--- src/rtl/mod4_pkg.sv ---
// Shared types and constants for the mod-4 check scheduler and its engine.
package mod4_pkg;

  typedef enum logic [1:0] {
    IDLE  = 2'd0,
    SHIFT = 2'd1,
    DONE  = 2'd2
  } state_t;

  localparam logic P0 = 1'b0;
  localparam logic P1 = 1'b1;

  localparam int NREQ_DEF = 4;
  localparam int W_DEF    = 8;

endpackage

--- src/rtl/mod4_engine.sv ---
// Bit-serial mod-4 checker: 2-state Mealy machine, registered state, combinational output.
module mod4_engine
  import mod4_pkg::*;
(
  input  logic clk,
  input  logic rst,
  input  logic clr,
  input  logic en,
  input  logic in_1,
  input  logic in_2,
  output logic out
);

  logic st;

  always_ff @(posedge clk or posedge rst) begin
    if (rst) begin
      st <= P0;
    end else if (clr) begin
      st <= P0;
    end else if (en) begin
      st <= in_1 ^ in_2;
    end
  end

  assign out = ((st == P0) & ~in_1 & ~in_2) | ((st == P1) & in_1 & in_2);

endmodule

--- src/rtl/mod4_check_sched.sv ---
// Round-robin scheduler sharing one bit-serial mod-4 engine between NREQ requesters.
//
// state | meaning
// IDLE  | offering a one-hot grant to the next valid requester from rr_ptr
// SHIFT | feeding captured operands LSB-first into the engine, W cycles
// DONE  | holding the tagged result until res_ready
module mod4_check_sched
  import mod4_pkg::*;
#(
  parameter int NREQ = NREQ_DEF,
  parameter int W    = W_DEF,
  parameter int IDW  = $clog2(NREQ),
  parameter int HW   = $clog2(W + 1)
) (
  input  logic              clk,
  input  logic              rst,
  input  logic [NREQ-1:0]   req_valid,
  input  logic [NREQ*W-1:0] req_a,
  input  logic [NREQ*W-1:0] req_b,
  output logic [NREQ-1:0]   req_ready,
  output logic              res_valid,
  input  logic              res_ready,
  output logic [IDW-1:0]    res_id,
  output logic              res_flag,
  output logic [HW-1:0]     res_hits,
  output logic              busy
);

  localparam int CW = (W > 1) ? $clog2(W) : 1;

  state_t          state;
  logic [IDW-1:0]  rr_ptr;
  logic [W-1:0]    a_sh;
  logic [W-1:0]    b_sh;
  logic [CW-1:0]   cnt;
  logic [NREQ-1:0] grant;
  logic [IDW-1:0]  grant_id;
  logic [W-1:0]    sel_a;
  logic [W-1:0]    sel_b;
  logic            accept;
  logic            eng_out;
  logic [IDW-1:0]  next_ptr;

  // First valid requester at or after ptr, wrapping around.
  function automatic logic [NREQ-1:0] rr_pick(input logic [NREQ-1:0] v,
                                               input logic [IDW-1:0]  ptr);
    logic [NREQ-1:0] g;
    logic            found;
    logic [IDW-1:0]  idx;
    g     = '0;
    found = 1'b0;
    for (int i = 0; i < NREQ; i++) begin
      idx = IDW'((int'(ptr) + i) % NREQ);
      if (!found && v[idx]) begin
        g[idx] = 1'b1;
        found  = 1'b1;
      end
    end
    return g;
  endfunction

  always_comb begin
    grant    = rr_pick(req_valid, rr_ptr);
    grant_id = '0;
    sel_a    = '0;
    sel_b    = '0;
    for (int i = 0; i < NREQ; i++) begin
      if (grant[i]) begin
        grant_id = IDW'(i);
        sel_a    = req_a[i*W +: W];
        sel_b    = req_b[i*W +: W];
      end
    end
  end

  // Gated by rst so no grant is offered while the block is held in reset.
  assign req_ready = (state == IDLE && !rst) ? grant : '0;
  assign accept    = |(req_valid & req_ready);
  assign res_valid = (state == DONE);
  assign busy      = (state != IDLE);
  assign next_ptr  = (res_id == IDW'(NREQ - 1)) ? '0 : res_id + 1'b1;

  mod4_engine u_engine (
    .clk  (clk),
    .rst  (rst),
    .clr  (accept),
    .en   (state == SHIFT),
    .in_1 (a_sh[0]),
    .in_2 (b_sh[0]),
    .out  (eng_out)
  );

  always_ff @(posedge clk or posedge rst) begin
    if (rst) begin
      state    <= IDLE;
      rr_ptr   <= '0;
      a_sh     <= '0;
      b_sh     <= '0;
      cnt      <= '0;
      res_id   <= '0;
      res_flag <= 1'b0;
      res_hits <= '0;
    end else begin
      case (state)
        IDLE: begin
          if (accept) begin
            a_sh     <= sel_a;
            b_sh     <= sel_b;
            res_id   <= grant_id;
            cnt      <= CW'(W - 1);
            res_hits <= '0;
            res_flag <= 1'b0;
            state    <= SHIFT;
          end
        end
        SHIFT: begin
          a_sh     <= a_sh >> 1;
          b_sh     <= b_sh >> 1;
          res_hits <= res_hits + HW'(eng_out);
          // cnt counts down the remaining bits; zero marks the MSB cycle.
          if (cnt == '0) begin
            res_flag <= eng_out;
            state    <= DONE;
          end else begin
            cnt <= cnt - 1'b1;
          end
        end
        DONE: begin
          if (res_ready) begin
            rr_ptr <= next_ptr;
            state  <= IDLE;
          end
        end
        default: state <= IDLE;
      endcase
    end
  end

endmodule

--- config.mk ---
export PLATFORM = sky130hd
export DESIGN_NAME = mod4_check_sched
export DESIGN_NICKNAME = d
export VERILOG_FILES = /design/src/rtl/mod4_pkg.sv /design/src/rtl/mod4_engine.sv /design/src/rtl/mod4_check_sched.sv
export SDC_FILE = /design/constraint.sdc
export NUM_CORES = 1
export LEC_CHECK = 0
export ABC_AREA = 0
export BUFFER_PORTS_ARGS = -buffer_cell sky130_fd_sc_hd__buf_4
export CORE_MARGIN = 2
export CORE_UTILIZATION = 55
export CTS_BUF_LIST = sky130_fd_sc_hd__clkbuf_4 sky130_fd_sc_hd__clkbuf_8 sky130_fd_sc_hd__clkbuf_16
export CTS_CLUSTER_SIZE = 10
export DETAILED_ROUTE_END_ITERATION = 16
export PLACE_DENSITY = 0.86
export SETUP_SLACK_MARGIN = 0.3
export SLEW_MARGIN = 20
export SYNTH_ARGS = -nofsm -noshare
export SYNTH_HDL_FRONTEND = slang
export SYNTH_HIERARCHICAL = 1
export SYNTH_SLANG_ARGS = --single-unit
--- constraint.sdc ---
create_clock -name clk -period 9.6 [get_ports clk]
set_input_delay 0.48 -clock clk [delete_from_list [all_inputs] [get_ports clk]]
set_output_delay 0.48 -clock clk [all_outputs]
set_load 0.005 [all_outputs]
# Yosys cells after proc, flatten, opt, wreduce, memory -nomap -nowiden
# Cells that the tools add are included.
word_totals:
  reg_bits: 31
  inputBits: 71
  out_inout_bits: 13
  elab_cells: 121
classes:
  add_sub_neg: 6
  n_lt_le_gt_ge: 8
  n_eq_ne: 7
  muxes: 54
  n_bitwise: 13
  n_reduce_logical: 24
ops:
  columns: ["cell", "n"]
  rows:
  - ["$mux W8", 10]
  - ["$pmux W8 S2", 2]
  - ["$mux W4", 6]
  - ["$mux W1", 16]
  - ["$lt A2 B3 Y1 const B", 4]
  - ["$mux W2", 6]
  - ["$or A4 B4 Y4", 3]
  - ["$reduce_and A3 Y1", 3]
  - ["$bmux W1 S2", 4]
  - ["$demux W1 S2", 4]
  - ["$ge A2 B1 Y1 const B", 4]
  - ["$logic_and A1 B1 Y1", 8]
  - ["$pmux W4 S2", 1]
  - ["$mux W3", 2]
  - ["$ne A2 B2 Y1 const B", 3]
  - ["$pmux W2 S3", 1]
  - ["$pmux W3 S2", 1]
  - ["$reduce_and A2 Y1", 3]
  - ["$reduce_bool A2 Y1", 3]
  - ["$add A2 B1 Y2 const B", 2]
  - ["$add A2 B2 Y2 const B", 2]
  - ["$add A4 B1 Y4", 1]
  - ["$and A1 B1 Y1", 4]
  - ["$and A4 B4 Y4", 1]
  - ["other kinds (12)", 18]

# Depth between registers and ports, before layout
# Gate-level depths: netlist of run 1.
depth:
  depth_word: 18
  ltp_mapped: 12
  mapped_depth_nobuf: 9

# Modules after synthesis
# The synthesis of run 1 kept the hierarchy.
by_module_without_submodules:
  columns: ["module", "instances", "cells_per_inst", "area_each_um2", "seq_area_each_um2"]
  rows:
  - ["mod4_check_sched", 1, 281, 2509.9, 750.7]
  - ["mod4_engine", 1, 8, 68.8, 25.0]

# Least setup slack after synthesis of run 1
# Ideal clock, no wire load.
synth_path:
  path_kind: "register to register"
  from: "register rr_ptr[0]"
  to: "register b_sh[6]"
  setup_time_ps: 126
  arrival_time_ps: 3056
  required_ps: 9474
  path_slack_ps: 6418
  stages_incl_launch_ff: 12
  path_buffers: 2
  period_less_slack_ps: 3182
  path_cell_list: "dfrtp_1 -> inv_1 -> ha_1 -> mux4_2 -> a31o_1 -> a221oi_2 -> o31a_1 -> buf_6 -> o32ai_4 -> or2_1 -> buf_6 -> a221o_1"
synth_between:
  elab_chain_len: 18
  word_cells_on_any_way: 58
  classes_between: "3 x add/sub; 8 x order compare; 1 x eq/ne; 30 x mux; 4 x bitwise; 12 x reduce/logical"
synth_rtl:
  columns: ["element", "line_no", "rtl"]
  rows:
  - ["start, declared", "mod4_check_sched.sv:32", "logic [IDW-1:0] rr_ptr;"]
  - ["start signal, assigned", "mod4_check_sched.sv:130", "rr_ptr <= next_ptr;"]
  - ["branches (longest 11 deep; another with $lt A2 B3 Y1)", null, null]
  - ["$mux W4 (*)", "mod4_check_sched.sv:54", "if (!found && v[idx]) begin"]
  - ["$mux W8 (4 in series)", "mod4_check_sched.sv:68", "if (grant[i]) begin"]
  - ["$mux W8", "mod4_check_sched.sv:106", "if (accept) begin"]
  - ["$pmux W8 S2", "mod4_check_sched.sv:104", "case (state)"]
  - ["end signal, assigned", "mod4_check_sched.sv:108", "b_sh <= sel_b;"]
  - ["end signal, assigned", "mod4_check_sched.sv:118", "b_sh <= b_sh >> 1;"]
  - ["end, declared", "mod4_check_sched.sv:34", "logic [W-1:0] b_sh;"]
# Mark *: on every way between the ends. The select of a mux whose other input is x is not followed.
# A chain may end at the register's enable or synchronous reset.

# Final worst setup path of run 1
# Ends and elaborated chain as after synthesis.

==> results of run 1 <==
worst max-delay path: cells and delay by family, from the launching register on:
kind,cells,cell delay (ns)
AO/OA/AOI/OAI,5,1.76
flip-flops,1,0.67
multiplexers,1,0.64
AND/OR/NAND/NOR,1,0.61
adder cells (fa/ha/maj),1,0.46
buffers and inverters,1,0.25
registers in the layout, indices dropped and copies added, names as in the netlist:
signal,flops
a_sh,8
b_sh,8
cnt,3
res_flag,1
res_hits,4
res_id,2
rr_ptr,2
state,2
u_engine/st,1
final timing paths:
kind,end,from,cells past startpoint
setup / recovery,b_sh[6],rr_ptr[0],9
hold / removal,u_engine/st,rst,2
setup reg to reg,b_sh[6],rr_ptr[0],9
hold reg to reg,cnt[0],cnt[0],1
max in group asynchronous,rr_ptr[1],rst,3
min in group clk,state[1],res_ready,2
metrics by stage:
step	cells	total power (µW)
2_1_floorplan	289	912
3_3_place_gp	407	1070
3_5_place_dp	407	1080
4_1_cts	414	1190
5_1_grt	414	1310
6_report	414	1210
power by group through the flow:
stage	clock (µW)	sequential, µW	combinational [µW]
after CTS	105	246	842
final	103	247	856
after global placement	0	244	822
after floorplan	0	229	682
after detailed placement	0	247	837
after global routing	111	256	944
layout by cell type, fill, tap and decap left out, types with 2 or more instances in the layout:
master,synthesis,routed
buf_4,0,86
dfrtp_1,31,31
nand2_1,30,30
nand2b_1,18,18
a21oi_1,18,18
inv_1,14,14
o2bb2ai_1,13,13
o41ai_1,13,13
nand3_1,12,12
ha_1,11,11
nor2_1,10,10
and2_1,9,9
a31oi_1,9,9
mux2i_1,8,8
o21ai_0,6,6
nor3_1,6,6
a221oi_1,6,6
clkbuf_8,0,6
o21ai_1,5,5
mux4_2,4,4
o211ai_1,4,4
or3_1,3,3
mux2_2,3,3
and3_1,3,3
o31a_1,3,3
nand3b_1,2,2
nor2b_1,2,2
o22ai_1,2,2
o31ai_1,2,2
a221o_1,2,2
per-layer routing:
metal	share of wire (%)	global-route usage, %
met5	0	0
met4	0.61	4.73
met3	5.6	4.44
met2	50	48.1
met1	44	36.3
kinds of logic (layout without fill, tap and decap cells):
family | count (synthesis) | count (layout) | synth area share [%]
simple gates | 100 | 100 | 19.9
compound gates | 96 | 96 | 29.6
buf+inv | 35 | 108 | 6.84
flops | 31 | 31 | 30.1
mux | 15 | 15 | 7.91
fa+ha+maj | 11 | 11 | 5.34
xor+xnor | 1 | 1 | 0.340
final cells by class:
cell class | instances | share of cell area, %
inverter | 15 | 1.72
timing repair buffer | 86 | 19.8
clock buffer | 6 | 2.53
sequential | 31 | 23.8
clock inverter | 1 | 0.153
tap | 52 | 1.99
multi-input combinational | 223 | 50.1
==> qor.yml, run 1 <==
status: "finished clean"
ant_nets: 0
die_w_um: 72.5
crit_type: "register to register"
crit_slowest_cell: "dfrtp_1"
power_density_nw_per_um2: 369
drv_cap: 0
timing.fmax_ghz: 0.222
synth-edff-count: 0
io-pin-count: 84
cts_hold_repair.buffers: 0
htree_levels: 2
gr-total-overflow: 0
antenna_found_initial: 0
cts-root-buf: "clkbuf_8"
maxSlewViolCount: 0
ys_types: 52
hpwl_mm: 5.12
finClkSkew_ns: 0.00817
utilization_pct: 73.5
period_needed_ns: 4.51
cts_buffers: 5
area_growth_pct: 26.6
yosys_warnings: 6
syn-instance-count: 289
synth_area_leaders: "dfrtp_1, ha_1, o2bb2ai_1"
layout_setup_ws_ns: 5.09
r2r_slack_ns: 5.09
grt_pass1_vias: 2484
critical_path_arrival_ns: 4.67
drt_iter0_drc: 163
synth_nets: 371
numPortBuffers: 83
grt_setup_unrepaired: "false"
fin_area_um2: 3270
postCtsSetupBuffers: 0
critPathMaxFanout: 24
nNetsFinal: 444
clk_path_buf_depth: 2
seq_area_um2: 776
grt_max_degree: 37
crit_path_start_kind: "register"
rows: 24
finalSetupTns_ns: 0
vdd_drop_max_mv: 0.229
combPwrFrac_pct: 71.0
synth-seq-area-share_pct: 30.1
synth-async-reset-ratio_pct: 100
fin_crit_sh_pct: 46.9
crit_required_ns: 9.76
hold_path.class: "input pin to asynchronous set/reset pin"
hold_violations: 0
drive_gt1_share_pct: 30.7
yosys-top-cells-count: "dfrtp_1, nand2_1, a21oi_1, nand2b_1, inv_1"
critPathCaptureType: "register"
yosys.area.top_type: "dfrtp_1"
p_sw_share_pct: 49.1
synth_ff_type: "dfrtp_1"
fp.coreArea_um2: 4440
num-fill-cells: 360
die_h_um: 72.5
tritoncts: "done"
holdWs_ns: 0.0491
drt-pass1-iter-count: 4
synth-seq-cells: 31
p_seq_share_pct: 20.5
wire_per_inst_um: 16.4
cp_slowest_stage_delay_ns: 0.67
dp_slack_ns: 5.12
vias: 2539
dieArea_um2: 5250
setup_viol: 0
relSlewSlack_pct: 26.1
cts_resized: 0
path_cells: "inv_1, ha_1, mux4_2, a31o_1, a221oi_2, o31a_1, o32ai_4, or2_1, a221o_1"
multi_input_area_um2: 1640
antenna_cells: 0
wirelength_mm: 6.77
internal_power_uw: 613
synth.most_common_cell: "dfrtp_1"
place_area_um2: 3170
clk_pin_slew_ns: 0.06
switching_power_uw: 592
tightestPinTransition_ns: 1.10
via_per_inst: 6.13
netlist_area_um2: 2580
grt_pass1_wl_mm: 11.4
gp_congestion: 0.878
track_usage_pct: 27.4
post_synth.cell_area_avg_um2: 8.92
leakage_uw: 0.00147
clockPowerShare_pct: 8.5
drcViolationCount: 0
start_util_pct: 58.0
insertion_delay_ns: 0.28
clkSinkCount: 31
yosys.area.top_type_share_pct: 30.1
Note: power is estimated with default switching activity, not from simulation.
==> inputs of run 2 (changes only) <==
--- a/config.mk
+++ b/config.mk
@@ -8,11 +8,11 @@
 export ABC_AREA = 0
 export BUFFER_PORTS_ARGS = -buffer_cell sky130_fd_sc_hd__buf_4
 export CORE_MARGIN = 2
-export CORE_UTILIZATION = 55
+export CORE_UTILIZATION = 47
 export CTS_BUF_LIST = sky130_fd_sc_hd__clkbuf_4 sky130_fd_sc_hd__clkbuf_8 sky130_fd_sc_hd__clkbuf_16
 export CTS_CLUSTER_SIZE = 10
 export DETAILED_ROUTE_END_ITERATION = 16
-export PLACE_DENSITY = 0.86
+export PLACE_DENSITY = 0.78
 export SETUP_SLACK_MARGIN = 0.3
 export SLEW_MARGIN = 20
 export SYNTH_ARGS = -nofsm -noshare
==> constraint.sdc (replaced) <==
create_clock -name clk -period 4.1 [get_ports clk]
set_input_delay 0.205 -clock clk [delete_from_list [all_inputs] [get_ports clk]]
set_output_delay 0.205 -clock clk [all_outputs]
set_load 0.005 [all_outputs]
==> qor.yml, run 2 (synthesis results as in run 1) <==
critPathCaptureType: "register"  # unchanged
finalSetupTns_ns: 0  # unchanged
critical_path_arrival_ns: 3.68  # was 4.67 ns
clockPowerShare_pct: 8.2  # was 8.5%
drt-pass1-iter-count: 4  # unchanged
rows: 26  # was 24
tritoncts: "done"  # unchanged
rr_startpoint: "rr_ptr[0]"  # unchanged
drive_gt1_share_pct: 32.5  # was 30.7%
grt_pass1_wl_mm: 11.8  # was 11.4 mm
leakage_uw: 0.00151  # was 0.00147 µW
hold_start: "res_ready"
die_w_um: 78.1  # was 72.5 µm
htree_levels: 2  # unchanged
postCtsSetupBuffers: 0  # unchanged
tightestPinTransition_ns: 0.985  # was 1.10 ns
whs_path_depth: 2
r2r-end: "b_sh[2]"  # was b_sh[6]
crit_type: "register to register"  # unchanged
hold_violations: 0  # unchanged
setup_viol: 0  # unchanged
timing.fmax_ghz: 0.283  # was 0.222 GHz
vias: 2525  # was 2,539
top_layer_used: "met4"  # unchanged
cts-root-buf: "clkbuf_8"  # unchanged
drcViolationCount: 0  # unchanged
via_per_inst: 5.71  # was 6.13
antenna_cells: 0  # unchanged
hold_end: "state[1]"
layout_setup_ws_ns: 0.569  # was 5.09 ns
wirelength_mm: 6.89  # was 6.77 mm
p_seq_share_pct: 18.6  # was 20.5%
power_density_nw_per_um2: 869  # was 369 nW/µm²
wire_per_inst_um: 15.6  # was 16.4 µm
rr_worst_depth: 10  # was 9
crit_required_ns: 4.25  # was 9.76 ns
finClkSkew_ns: 0.00468  # was 0.00817 ns
status: "finished clean"  # unchanged
period_needed_ns: 3.53  # was 4.51 ns
start_util_pct: 49.5  # was 58.0%
grt_setup_unrepaired: "false"  # unchanged
p_sw_share_pct: 48.4  # was 49.1%
switching_power_uw: 1410  # was 592 µW
internal_power_uw: 1500  # was 613 µW
wl_met2_mm: 3.34  # was 3.40 mm
crit_path_start_kind: "register"  # unchanged
gr-total-overflow: 0  # unchanged
nNetsFinal: 453  # was 444
area_growth_pct: 29.9  # was 26.6%
antenna_found_initial: 0  # unchanged
clkSinkCount: 31  # unchanged
dr_wl_met3_um: 341  # was 376 µm
grt_pass1_vias: 2475  # was 2,484
relSlewSlack_pct: 34.2  # was 26.1%
hold_path.class: "input pin to register"  # was input pin to asynchronous set/reset pin
critPathMaxFanout: 19  # was 24
hpwl_mm: 5.34  # was 5.12 mm
drt_iter0_drc: 117  # was 163
drv_cap: 0  # unchanged
grt_max_degree: 37  # unchanged
seq_area_um2: 776  # unchanged
fin_crit_sh_pct: 86.1  # was 46.9%
multi_input_area_um2: 1630  # was 1640 µm²
maxSlewViolCount: 0  # unchanged
clk_path_buf_depth: 2  # unchanged
vdd_drop_max_mv: 0.371  # was 0.229 mV
io-pin-count: 84  # unchanged
dieArea_um2: 6090  # was 5250 µm²
final_common_cell: "buf_4"  # unchanged
track_usage_pct: 23.8  # was 27.4%
combPwrFrac_pct: 73.3  # was 71.0%
die_h_um: 78.1  # was 72.5 µm
clk_pin_slew_ns: 0.06  # about the same
dp_slack_ns: 0.460  # was 5.12 ns
r2r_slack_ns: 0.57  # was 5.09 ns
cts_buffers: 5  # unchanged
insertion_delay_ns: 0.28  # about the same
ant_nets: 0  # unchanged
wl_met1_mm: 3.13  # was 2.95 mm
reg_top3: "a_sh x8, b_sh x8, res_hits x4"  # unchanged
numPortBuffers: 83  # unchanged
fp.coreArea_um2: 5200  # was 4440 µm²
final_cell_mix: "buf_4, dfrtp_1, nand2_1, nand2b_1, a21oi_1"  # unchanged
gp_congestion: 0.870  # was 0.878
num-fill-cells: 475  # was 360
==> run 2: final cells by class <==
cell class	instances	area share, %
multi-input cells	223	48.5
inverters	15	1.68
flip-flops and latches	31	23.2
repair buffers	95	21.4
well taps	70	2.61
clock buffers	7	2.50
clock inverters	1	0.149
==> run 2: per-stage QoR <==
stage | utilization [%] | instance area (µm²) | cells | power (µW) | hold WS, ns
floorplan | - | 2580 | 289 | 2140 | -0.0663
global placement | 62.5 | 3250 | 433 | 2620 | 0.0669
detailed placement | 62.5 | 3250 | 433 | 2660 | 0.0675
CTS | 64.4 | 3350 | 442 | 2910 | 0.104
global route | 64.4 | 3350 | 442 | 3190 | 0.128
finish | 64.4 | 3350 | 442 | 2910 | 0.113
==> run 2: what timing repair did <==
action,4_1_cts,5_1_grt
gates resized for setup,0,1
hold endpoints to repair,1,0
hold buffers,1,0
endpoints found under the setup margin,0,11
==> run 2: worst max-delay path, cell delays in order (launching register included) <==
cell and delay (ns):
dfrtp_1 0.35, inv_1 0.12, ha_1 0.41, mux4_2 0.64, a21oi_2 0.20, inv_2 0.08
o21a_1 0.21, o32ai_4 0.63, or2_2 0.43, buf_4 0.23, a31oi_1 0.09
==> run 2: power by group through the flow <==
stage	Combinational, µW	Sequential [µW]	Clock [µW]
finish	2130	540	237
global placement	2080	537	0
floorplan	1600	537	0
detailed placement	2110	545	0
global route	2370	561	261
CTS	2130	540	246
==> run 2: routing by layer <==
layer,GRT usage (%),vias up
li1,-,1252
met4,4.74,0
met2,38.4,86
met3,4.02,6
met1,34.1,1181
met5,0,-
==> run 2: how the worst max path moves through the flow <==
| stage | from | endpoint | slack (ns) | cells past startpoint |
|---|---|---|---|---|
| after CTS | rr_ptr[0] | b_sh[2] | 0.44 | 10 |
| after detailed placement | rr_ptr[0] | b_sh[2] | 0.46 | 10 |
| after global placement | rr_ptr[0] | a_sh[3] | 0.52 | 10 |
| final | rr_ptr[0] | b_sh[2] | 0.57 | 10 |
| after global routing | rr_ptr[0] | b_sh[2] | 0.37 | 10 |
| after floorplan | rr_ptr[0] | b_sh[6] | 0.92 | 11 |
==> inputs of run 3 (changes only) <==
--- a/config.mk
+++ b/config.mk
@@ -9,7 +9,7 @@
 export BUFFER_PORTS_ARGS = -buffer_cell sky130_fd_sc_hd__buf_4
 export CORE_MARGIN = 2
 export CORE_UTILIZATION = 47
-export CTS_BUF_LIST = sky130_fd_sc_hd__clkbuf_4 sky130_fd_sc_hd__clkbuf_8 sky130_fd_sc_hd__clkbuf_16
+export CTS_BUF_LIST = sky130_fd_sc_hd__clkbuf_16
 export CTS_CLUSTER_SIZE = 10
 export DETAILED_ROUTE_END_ITERATION = 16
 export PLACE_DENSITY = 0.78
==> qor.yml, run 3 (synthesis results as in run 1) <==
crit_required_ns: 4.24  # was 4.25 ns
critPathMaxFanout: 19  # unchanged
timing.fmax_ghz: 0.283  # about the same
wirelength_mm: 6.96  # was 6.89 mm
vdd_drop_max_mv: 0.418  # was 0.371 mV
fp.coreArea_um2: 5200  # unchanged
gr-total-overflow: 0  # unchanged
cts_buffers: 5  # unchanged
leakage_uw: 0.00154  # was 0.00151 µW
drv_cap: 0  # unchanged
grt_pass1_wl_mm: 12.0  # was 11.8 mm
antenna_cells: 0  # unchanged
ant_nets: 0  # unchanged
power_density_nw_per_um2: 887  # was 869 nW/µm²
clkSinkCount: 31  # unchanged
area_growth_pct: 31.8  # was 29.9%
hold_path.class: "input pin to register"  # unchanged
htree_levels: 2  # unchanged
wire_per_inst_um: 15.7  # was 15.6 µm
final_common_cell: "buf_4"  # unchanged
drcViolationCount: 0  # unchanged
nNetsFinal: 453  # unchanged
cts-root-buf: "clkbuf_16"  # was clkbuf_8
vias: 2555  # was 2,525
busiest_layer: "met2"  # unchanged
crit_slowest_cell: "mux4_2"  # unchanged
hold_violations: 0  # unchanged
fin_crit_sh_pct: 86.3  # was 86.1%
drt_iter0_drc: 149  # was 117
critical_path_arrival_ns: 3.68  # about the same
crit_family: "compound AO/OA/AOI/OAI gates"  # unchanged
die_w_um: 78.1  # unchanged
numPortBuffers: 83  # unchanged
via_per_inst: 5.78  # was 5.71
critPathCaptureType: "register"  # unchanged
insertion_delay_ns: 0.28  # about the same
io-pin-count: 84  # unchanged
crit_buf_inv: 3  # unchanged
drt-pass1-iter-count: 4  # unchanged
grt_use_met2_pct: 39.0  # was 38.4%
rows: 26  # unchanged
drive_gt1_share_pct: 32.0  # was 32.5%
reg_top3: "a_sh x8, b_sh x8, res_hits x4"  # unchanged
track_usage_pct: 24.2  # was 23.8%
hpwl_mm: 5.34  # unchanged
tightestPinTransition_ns: 0.983  # was 0.985 ns
maxSlewViolCount: 0  # unchanged
final_cell_mix: "buf_4, dfrtp_1, nand2_1, nand2b_1, a21oi_1"  # unchanged
relSlewSlack_pct: 34.4  # was 34.2%
crit_path_start_kind: "register"  # unchanged
finClkSkew_ns: 0.00296  # was 0.00468 ns
status: "finished clean"  # unchanged
grt_pass1_vias: 2495  # was 2,475
path_cells: "inv_1, ha_1, mux4_2, a21oi_2, inv_2, o21a_1, o32ai_4, or2_2, buf_4, a31oi_1"  # unchanged
finalSetupTns_ns: 0  # unchanged
dieArea_um2: 6090  # unchanged
crit_type: "register to register"  # unchanged
die_h_um: 78.1  # unchanged
grt_setup_unrepaired: "false"  # unchanged
tritoncts: "done"  # unchanged
postCtsSetupBuffers: 0  # unchanged
globalRouteMet1Util_pct: 34.3  # was 34.1%
cp_slowest_stage_delay_ns: 0.64  # about the same
setup_viol: 0  # unchanged
gr-usage-met3_pct: 4.37  # was 4.02%
period_needed_ns: 3.54  # was 3.53 ns
utilization_pct: 65.3  # was 64.4%
start_util_pct: 49.5  # unchanged
clk_path_buf_depth: 2  # unchanged
clk_pin_slew_ns: 0.05  # was 0.06 ns
grt_max_degree: 37  # unchanged
gp_congestion: 0.870  # unchanged
antenna_found_initial: 0  # unchanged
run 3: changes by cell type in the layout (fill, tap and decap cells not counted):
cell	change
clkbuf_4	-2
clkbuf_8	-5
clkbuf_16	+5
inv_1	+2
run 3: path summary, 6_finish.rpt:
check,slack [ns],endpoint,depth (start not counted),from
min in group asynchronous,0.33,u_engine/st,3,rst
max in group asynchronous,3.22,res_hits[1],4,rst
hold reg to reg,0.48,cnt[0],1,cnt[0]
hold / removal,0.12,state[1],2,res_ready
setup / recovery,0.56,a_sh[5],10,rr_ptr[0]
setup reg to reg,0.56,a_sh[5],10,rr_ptr[0]
run 3: what timing repair did:
| item | CTS | global route |
|---|---|---|
| hold endpoints to repair | 1 | 0 |
| resized for setup | 0 | 1 |
| hold buffers | 1 | 0 |
| endpoints found under the setup margin | 0 | 11 |
run 3: where the power goes:
part	switching [µW]	internal (µW)	total, µW
Clock	124	218	342
Combinational	1210	919	2130
Sequential	91.0	451	542
run 3: per-layer routing:
layer	up-vias	wire (µm)
li1	1249	-
met1	1211	3130
met2	86	3380
met3	9	364
met4	0	94
met5	-	0
run 3: stage by stage:
stage          cell area [µm²]  setup WS [ns]  power (µW)  std cells  hold slack, ns
2_1_floorplan             2580          0.918        2140        289         -0.0663
3_3_place_gp              3250          0.516        2620        433          0.0669
3_5_place_dp              3250          0.460        2660        433          0.0675
4_1_cts                   3400          0.429        3020        442           0.123
5_1_grt                   3400          0.365        3290        442           0.146
6_report                  3400          0.564        3020        442           0.124
run 3: area by class of cell:
class                      count  area [µm²]
clock buffer                   5         125
clock inverter                 3        12.5
fill                         471        1810
inverter                      15        56.3
multi-input combinational    223        1630
sequential                    31         776
tap                           70        87.6
timing repair buffer          95         716
